**config.mk**
```make
export PLATFORM = sky130hd
export DESIGN_NAME = rfg_axis_cmd_master
export DESIGN_NICKNAME = d
export VERILOG_FILES = /design/src/rtl/rfg_protocol_pkg.sv /design/src/rtl/rfg_cmd_byte_serializer.sv /design/src/rtl/rfg_axis_cmd_master.sv
export SDC_FILE = /design/constraint.sdc
export NUM_CORES = 1
export LEC_CHECK = 0
export CAP_MARGIN = 20
export CORE_ASPECT_RATIO = 0.75
export CORE_UTILIZATION = 50
export CTS_CLUSTER_SIZE = 24
export DETAILED_ROUTE_END_ITERATION = 10
export PLACE_DENSITY_LB_ADDON = 0.05
export SYNTH_ARGS = -nofsm -noshare
export SYNTH_HDL_FRONTEND = slang
export SYNTH_HIERARCHICAL = 1
export SYNTH_SLANG_ARGS = --single-unit
```
**constraint.sdc**
```tcl
create_clock -name aclk -period 3.1 [get_ports aclk]
set_input_delay 0.465 -clock aclk [delete_from_list [all_inputs] [get_ports aclk]]
set_output_delay 0.465 -clock aclk [all_outputs]
set_load 0.02 [all_outputs]
```
**src/rtl/rfg_protocol_pkg.sv**
```systemverilog
// rfg_protocol_pkg: RFG header layout shared with the decoder, initiator FSM states and constants.
package rfg_protocol_pkg;
    typedef struct packed {
        logic [3:0] vchannel;
        logic       ext;
        logic       incr;
        logic       read;
        logic       write;
    } rfg_header_t;
    typedef enum logic [2:0] {IDLE, HDR, ADRA, ADRB, LENA, LENB, WDATA, RCOLL} rfg_state_t;
    localparam logic [7:0] RFG_TIMEOUT_BYTE = 8'hEE;
endpackage

```
**src/rtl/rfg_cmd_byte_serializer.sv**
```systemverilog
// rfg_cmd_byte_serializer: registered single-byte AXIS output stage; a load replaces the byte, a transfer empties it.
module rfg_cmd_byte_serializer (
    input  logic       aclk,
    input  logic       areset,
    input  logic       load,
    input  logic [7:0] load_data,
    input  logic       load_last,
    output logic [7:0] tdata,
    output logic       tvalid,
    output logic       tlast,
    input  logic       tready
);
    always_ff @(posedge aclk) begin
        if (areset) begin
            tvalid <= 1'b0;
            tdata  <= '0;
            tlast  <= 1'b0;
        end else if (load) begin
            tvalid <= 1'b1;
            tdata  <= load_data;
            tlast  <= load_last;
        end else if (tready) begin
            tvalid <= 1'b0;
            tlast  <= 1'b0;
        end
    end
endmodule

```
**src/rtl/rfg_axis_cmd_master.sv**
```systemverilog
// rfg_axis_cmd_master: serialises one RFG register command onto AXIS and reframes the readback bytes.
// Build option RFG_AXIS_CMD_MASTER_TIMEOUT_EN adds a readback watchdog that ends RCOLL with an 8'hEE byte.
module rfg_axis_cmd_master
    import rfg_protocol_pkg::*;
#(
    parameter logic [7:0] SOURCE_ID      = 8'h01,
    parameter logic [7:0] TARGET_DEST    = 8'h00,
    parameter bit         FORCE_EXT_ADDR = 1'b0
) (
    input  logic        aclk,
    input  logic        areset,
    input  logic        cmd_valid,
    output logic        cmd_ready,
    input  logic        cmd_write,
    input  logic        cmd_read,
    input  logic        cmd_incr,
    input  logic [3:0]  cmd_vchannel,
    input  logic [15:0] cmd_address,
    input  logic [15:0] cmd_length,
    input  logic [7:0]  s_wr_tdata,
    input  logic        s_wr_tvalid,
    output logic        s_wr_tready,
    output logic [7:0]  m_axis_tdata,
    output logic        m_axis_tvalid,
    input  logic        m_axis_tready,
    output logic        m_axis_tlast,
    output logic [7:0]  m_axis_tid,
    output logic [7:0]  m_axis_tdest,
    input  logic [7:0]  s_rd_tdata,
    input  logic        s_rd_tvalid,
    output logic        s_rd_tready,
    output logic [7:0]  m_rd_tdata,
    output logic        m_rd_tvalid,
    input  logic        m_rd_tready,
    output logic        m_rd_tlast,
    output logic        busy,
    output logic        err
);
    rfg_state_t  state, state_n;
    rfg_header_t hdr_in;
    logic        ext_q, wr_q, rd_q;
    logic [15:0] addr, len, wrem, rcount;
    logic        accept, bad_cmd, xfer, wr_open, wr_take, rd_xfer, tmo, tmo_hit;
    logic        ld, ld_last;
    logic [7:0]  ld_data;

    assign m_axis_tid   = SOURCE_ID;
    assign m_axis_tdest = TARGET_DEST;
    assign busy         = state != IDLE;
    assign xfer         = m_axis_tvalid && m_axis_tready;
    assign hdr_in       = {cmd_vchannel, FORCE_EXT_ADDR | (|cmd_address[15:8]), cmd_incr,
                           cmd_read & ~cmd_write, cmd_write};

    rfg_cmd_byte_serializer u_ser (
        .aclk      (aclk),
        .areset    (areset),
        .load      (ld),
        .load_data (ld_data),
        .load_last (ld_last),
        .tdata     (m_axis_tdata),
        .tvalid    (m_axis_tvalid),
        .tlast     (m_axis_tlast),
        .tready    (m_axis_tready)
    );

`ifdef RFG_AXIS_CMD_MASTER_TIMEOUT_EN
    logic [15:0] timer;
    assign tmo     = state == RCOLL && timer == 16'hFFFF;
    assign tmo_hit = state == RCOLL && timer == 16'hFFFE && !rd_xfer;
    always_ff @(posedge aclk) begin
        if (areset || state != RCOLL || rd_xfer)
            timer <= '0;
        else if (!tmo)
            timer <= timer + 16'd1;
    end
`else
    assign tmo     = 1'b0;
    assign tmo_hit = 1'b0;
`endif

    always_ff @(posedge aclk) begin
        if (areset) begin
            state  <= IDLE;
            ext_q  <= 1'b0;
            wr_q   <= 1'b0;
            rd_q   <= 1'b0;
            addr   <= '0;
            len    <= '0;
            wrem   <= '0;
            rcount <= '0;
            err    <= 1'b0;
        end else begin
            state <= state_n;
            err   <= bad_cmd | tmo_hit;
            if (accept) begin
                ext_q <= hdr_in.ext;
                wr_q  <= hdr_in.write;
                rd_q  <= hdr_in.read;
                addr  <= cmd_address;
                len   <= cmd_length;
                wrem  <= cmd_length;
            end
            if (wr_take)
                wrem <= wrem - 16'd1;
            if (state == LENB && xfer)
                rcount <= len;
            else if (rd_xfer)
                rcount <= rcount - 16'd1;
        end
    end

    // The skid opens during the len[15:8] byte so the first payload byte follows it without a bubble.
    always_comb begin
        state_n     = state;
        accept      = 1'b0;
        ld          = 1'b0;
        ld_data     = '0;
        ld_last     = 1'b0;
        cmd_ready   = state == IDLE && !areset;
        bad_cmd     = cmd_ready && cmd_valid && cmd_length == 16'd0;
        wr_open     = (state == WDATA || (state == LENB && wr_q)) && wrem != 16'd0;
        s_wr_tready = wr_open && (!m_axis_tvalid || m_axis_tready);
        wr_take     = s_wr_tvalid && s_wr_tready;
        s_rd_tready = state == RCOLL && !tmo && m_rd_tready;
        rd_xfer     = s_rd_tvalid && s_rd_tready;
        m_rd_tvalid = state == RCOLL && (tmo || s_rd_tvalid);
        m_rd_tdata  = tmo ? RFG_TIMEOUT_BYTE : s_rd_tdata;
        m_rd_tlast  = state == RCOLL && (tmo || rcount == 16'd1);
        case (state)
            IDLE:  if (cmd_ready && cmd_valid && !bad_cmd) begin
                       accept  = 1'b1;
                       ld      = 1'b1;
                       ld_data = hdr_in;
                       state_n = HDR;
                   end
            HDR:   if (xfer) begin
                       ld      = 1'b1;
                       ld_data = addr[7:0];
                       state_n = ADRA;
                   end
            ADRA:  if (xfer) begin
                       ld      = 1'b1;
                       ld_data = ext_q ? addr[15:8] : len[7:0];
                       state_n = ext_q ? ADRB : LENA;
                   end
            ADRB:  if (xfer) begin
                       ld      = 1'b1;
                       ld_data = len[7:0];
                       state_n = LENA;
                   end
            LENA:  if (xfer) begin
                       ld      = 1'b1;
                       ld_data = len[15:8];
                       ld_last = !wr_q;
                       state_n = LENB;
                   end
            LENB:  if (xfer) state_n = wr_q ? WDATA : rd_q ? RCOLL : IDLE;
            WDATA: if (xfer && m_axis_tlast) state_n = IDLE;
            RCOLL: if (m_rd_tvalid && m_rd_tready && m_rd_tlast) state_n = IDLE;
            default: state_n = IDLE;
        endcase
        if (wr_take) begin
            ld      = 1'b1;
            ld_data = s_wr_tdata;
            ld_last = wrem == 16'd1;
        end
    end
endmodule

```
==> results <==
- The register bit count reported by yosys is 81.
- Counting flops with a built-in enable in the synthesized netlist gives 0.
- The number of max-slew violations in the final report is 0.
- The maximum clock rate is around 340 MHz.
- The post-route DRC violation count is 0.
- In this run the critical register-to-register path is launched from state[2]$_SDFFE_PP0P_.
- Hold repair after CTS inserted 0 buffers.
- The number of setup buffers added after CTS is 0.
- Setup violations remaining at the end of the flow were counted as 0.
- The post-layout utilization of the core is 65.5%.
- The post-layout net count is 675.
- Counting every sink on the clock net gives 81.
- The pin count of the biggest net entering global routing is 78.
- After legalization and detailed placement, the total HPWL measured 8870 µm.
- The number of fill cells in the layout is between 700 and 800.
- In the post-synthesis netlist, the biggest area contributors are sky130_fd_sc_hd__dfxtp_1 (38%), sky130_fd_sc_hd__nand2_1 (9.3%), sky130_fd_sc_hd__a21oi_1 (6.6%).
- The min-delay analysis places its worst path in the category reg -> reg.
- The combinational family with the most area after synthesis is simple AND/OR/NAND/NOR gates.
- Counting instances, the worst hold path has a depth of 2.
- The classification of the worst setup path is reg -> out.
- The fraction of the mapped netlist area in compound gates is a little under a quarter.
- The xor and xnor fraction of the mapped netlist area is 0.406%.
- Once the clock tree was built, the resizer swapped 0 gates to a different size.
- The area share of the largest cell type after synthesis is 37.6%.
- The violation count after the first detailed-route iteration is between 300 and 400.
- In this run the critical register-to-register path is captured at rcount[12]$_SDFFE_PP0P_.
- The number of synthesis warnings is 6.
- The placed instance area is between 4000 and 5000 µm².
- The number of vias after detailed routing is 4,359.
- The number of antenna violations at the first check in global routing came to 0.
- Synthesis produced a netlist whose cell count is 560.
- Once layout is done, the placed cells without fillers occupy 5320 µm².
- The average cell area after synthesis is 7.70 µm².
- Using the TritonRoute via totals, the vias-per-cell ratio works out to 6.07.
- The core outline area is 8130 µm².
- The count of port buffers added during placement is 70.
- CTS built an H-tree with a depth of 3.
- The number of buffers created by CTS is 9.
- The fraction of the cycle the final worst path needs is between 90% and 100%.
- The flow ran to the end, and the final reports show no timing, DRC or antenna violations.
- The clock arrives with approximately 0.0066 ns of skew.
- The worst reg2reg path depth is 5.
- The startpoint of the lowest-slack hold path is addr[12]$_SDFFE_PP0P_.
- The register-to-register path setup slack is 0.57 ns.
- At the pin with the least slew margin, the transition time is 0.832 ns.
- The first detailed-routing pass ran for 7 iterations.
- For the worst-skew pair, the clock arrives at the later sink with an insertion delay of 0.33 ns.
- The element type at the critical path start is a flip-flop.
- CTS placed an instance of sky130_fd_sc_hd__clkbuf_16 at the clock tree root.
- The initial cell density of the core is 53.1%.
- The detail route stage leaves a number of antenna-violating nets equal to 0.
- Setup repair after global routing left no endpoint under its margin.
- The endpoint kind of the worst setup timing path is an output pin.
- The switching power summed over all nets is approximately 1.1 mW.
- For the worst setup path, the data arrival time is between 2 and 2.5 ns.
- The total power is around 3.5 mW.
- The synthesized-area fraction occupied by adder cells is 1.45%.
- The clock-pin transition on the worst setup and hold timing paths is 0.06 ns.
- The top flip-flop cell by instance count after synthesis is sky130_fd_sc_hd__dfxtp_1.
- TritonCTS built the clock tree.
- The worst-case hold path end point is addr[12]$_SDFFE_PP0P_.
- The worst slew slack as a fraction of its limit is between 40 and 50%.
- The biggest area contributor in the post-synthesis netlist is sky130_fd_sc_hd__dfxtp_1.
- The maximum fanout along the worst path is 5.
- The switching share of power is 33.0%.
- The count of placed standard cells including taps is around 700.
- The fraction of registers with async set/reset is 0%.
- The final total negative setup slack is 0 ns.
- The cell area after technology mapping is ~4300 µm².
- The congestion estimate from routability-driven global placement came to 0.924.
- The number of diodes is 0.
- For this design the ratio of total power to cell area is 649 nW/µm².
- The initialized floorplan defines 28 standard-cell rows.
- Wires add up to ~12,000 µm.
- IR analysis of the VDD net gives a maximum drop of 0.343 mV.
- The first global-routing pass estimated 19,400 µm of wire.
- The via count of the first global-routing pass came to 3,923.
- The clock period could shrink to roughly 2.9 ns.
- The distinct cell type count after synthesis is 56.
- The design internal power is 2.31 mW.
- Combinational logic is responsible for 26.8% of the overall power.
- The proportion of power drawn by the clock network is a little over a third.
- In the final routed layout, each cell accounts on average for 17.2 µm.
- From bottom edge to top edge, the die measures 82.4 µm.
- In this run the count of I/O pins placed on the die edge is a little over 100.
- Global routing used 28.5% of the available tracks across all layers.
- The reported max-cap violation count is 0.
- The share of cells above drive strength 1 is 7.83%.
- Data on the critical path is required at its endpoint by about 2.6 ns.
- For this run the aggregate overflow at the end of global routing stands at 0.
- The number of standard cells in the layout, taps in and fillers out is 718.
- Summing the areas of all and, or, nand and nor instances in the mapped netlist gives about a quarter of the synthesized area.
- Per report_power, the sequential group accounts for 37.5% of the total.
- The post-synthesis to final-layout area growth is 23.4%.
- The die covers approximately 9000 µm².
- The clock passes through at most 2 buffers.
- The share of the Yosys chip area taken by registers is 37.6%.
- Multiplexer cells account for about 3.1% of the synthesized area.
- The cell leakage power is 1.93 nW.
- From left edge to right edge, the die measures between 100 and 150 µm.
- The number of endpoints with negative hold slack in the final report was 0.
## power by group through the flow
stage	clock [mW]	combinational, mW	sequential, mW
after CTS	1.24	0.910	1.29
after global routing	1.29	1.01	1.31
after floorplan	0	0.650	1.24
after global placement	0	0.877	1.31
final	1.23	0.926	1.29
after detailed placement	0	0.895	1.31
## synth_stat cells (3+ instances only)
cell type                  instances
sky130_fd_sc_hd__nand2_1         107
sky130_fd_sc_hd__dfxtp_1          81
sky130_fd_sc_hd__a21oi_1          57
sky130_fd_sc_hd__nor2_1           39
sky130_fd_sc_hd__clkbuf_1         36
sky130_fd_sc_hd__buf_4            25
sky130_fd_sc_hd__nand3_1          16
sky130_fd_sc_hd__o21ai_0          15
sky130_fd_sc_hd__a22oi_1          14
sky130_fd_sc_hd__nor4_1           14
sky130_fd_sc_hd__a31oi_1          13
sky130_fd_sc_hd__o311ai_0         11
sky130_fd_sc_hd__inv_1             9
sky130_fd_sc_hd__mux2i_1           9
sky130_fd_sc_hd__nor3_1            9
sky130_fd_sc_hd__a32oi_1           8
sky130_fd_sc_hd__or3_1             8
sky130_fd_sc_hd__a221oi_1          6
sky130_fd_sc_hd__nand4_1           6
sky130_fd_sc_hd__and2_1            5
sky130_fd_sc_hd__ha_1              5
sky130_fd_sc_hd__nor2b_1           5
sky130_fd_sc_hd__o211ai_1          5
sky130_fd_sc_hd__mux2_2            4
sky130_fd_sc_hd__nand2b_1          4
sky130_fd_sc_hd__o22ai_1           4
sky130_fd_sc_hd__or2_2             4
sky130_fd_sc_hd__and4_1            3
## routing by layer
layer	GRT usage, %	share of wire (%)	up-vias
li1	-	-	2089
met1	38.0	45	2021
met2	44.7	43	219
met3	8.63	9.5	30
met4	8.00	2.0	0
met5	0	0	-
## how the worst max path moves through the flow
stage	from	end	slack, ns	cells after the start
after global routing	state[2]$_SDFFE_PP0P_	cmd_ready	0.11	5
after detailed placement	cmd_length[0]	addr[1]$_SDFFE_PP0P_	0.22	7
after global placement	cmd_length[0]	addr[15]$_SDFFE_PP0P_	0.20	7
after CTS	rcount[11]$_SDFFE_PP0P_	m_rd_tlast	0.17	4
after floorplan	wrem[2]$_SDFFE_PP0P_	u_ser/tdata[2]$_SDFFE_PP0P_	0.75	9
final	rcount[11]$_SDFFE_PP0P_	m_rd_tlast	0.20	4
## metrics by stage
stage	setup WS (ns)	hold WS (ns)
after detailed placement	0.223	0.453
after CTS	0.173	0.462
after floorplan	0.748	0.436
after global routing	0.106	0.481
final	0.195	0.462
after global placement	0.199	0.446
## registers in the layout (all words and copies together), names as in the netlist
signal,count
addr,16
err,1
ext_q,1
len,16
rcount,16
rd_q,1
state,3
u_ser/tdata,8
u_ser/tlast,1
u_ser/tvalid,1
wr_q,1
wrem,16
## cell families (layout without fill, tap and decap cells)
| kind of cell | after synthesis | after routing |
|---|---|---|
| DFF | 81 | 81 |
| AOI/OAI and AO/OA | 150 | 150 |
| adders and majority gates | 5 | 5 |
| other | 2 | 16 |
| muxes | 13 | 13 |
| buffers and inverters | 72 | 111 |
| and+or+nand+nor | 235 | 235 |
| xor gates and xnor gates | 2 | 2 |
## placed cells by master (no fill, tap or decap), types with 3 or more instances in the layout
master                            synthesis  layout
sky130_fd_sc_hd__a21oi_1                 57      57
sky130_fd_sc_hd__a221oi_1                 6       6
sky130_fd_sc_hd__a22oi_1                 14      14
sky130_fd_sc_hd__a31oi_1                 13      13
sky130_fd_sc_hd__a32oi_1                  8       8
sky130_fd_sc_hd__and2_1                   5       5
sky130_fd_sc_hd__and4_1                   3       3
sky130_fd_sc_hd__buf_4                   25      15
sky130_fd_sc_hd__bufinv_16                0       3
sky130_fd_sc_hd__clkbuf_16                0       9
sky130_fd_sc_hd__clkdlybuf4s50_1          0      69
sky130_fd_sc_hd__conb_1                   2      16
sky130_fd_sc_hd__dfxtp_1                 81      81
sky130_fd_sc_hd__ha_1                     5       5
sky130_fd_sc_hd__inv_1                    9       9
sky130_fd_sc_hd__mux2_2                   4       4
sky130_fd_sc_hd__mux2i_1                  9       9
sky130_fd_sc_hd__nand2_1                107     107
sky130_fd_sc_hd__nand2b_1                 4       4
sky130_fd_sc_hd__nand3_1                 16      16
sky130_fd_sc_hd__nand4_1                  6       6
sky130_fd_sc_hd__nor2_1                  39      38
sky130_fd_sc_hd__nor2b_1                  5       5
sky130_fd_sc_hd__nor3_1                   9       9
sky130_fd_sc_hd__nor4_1                  14      14
sky130_fd_sc_hd__o211ai_1                 5       5
sky130_fd_sc_hd__o21ai_0                 15      15
sky130_fd_sc_hd__o22ai_1                  4       4
sky130_fd_sc_hd__o311ai_0                11      11
sky130_fd_sc_hd__or2_2                    4       4
sky130_fd_sc_hd__or3_1                    8       8
## area by class of cell
cell class                 count  area, µm²  share of cell area, %
multi-input combinational    421       2380                   44.7
sequential                    81       1620                   30.5
timing repair buffer          86        813                   15.3
clock buffer                  10        229                   4.30
tap                          105        131                   2.47
clock inverter                 6        115                   2.16
inverter                       9       33.8                  0.635
## critical path, stage by stage (launching register included)
cell                              delay, ns
sky130_fd_sc_hd__dfxtp_1               0.34
sky130_fd_sc_hd__or4_4                 0.58
sky130_fd_sc_hd__or3_4                 0.38
sky130_fd_sc_hd__nor3_1                0.18
sky130_fd_sc_hd__clkdlybuf4s50_1       0.63
Power figures use the tool's default switching activity.
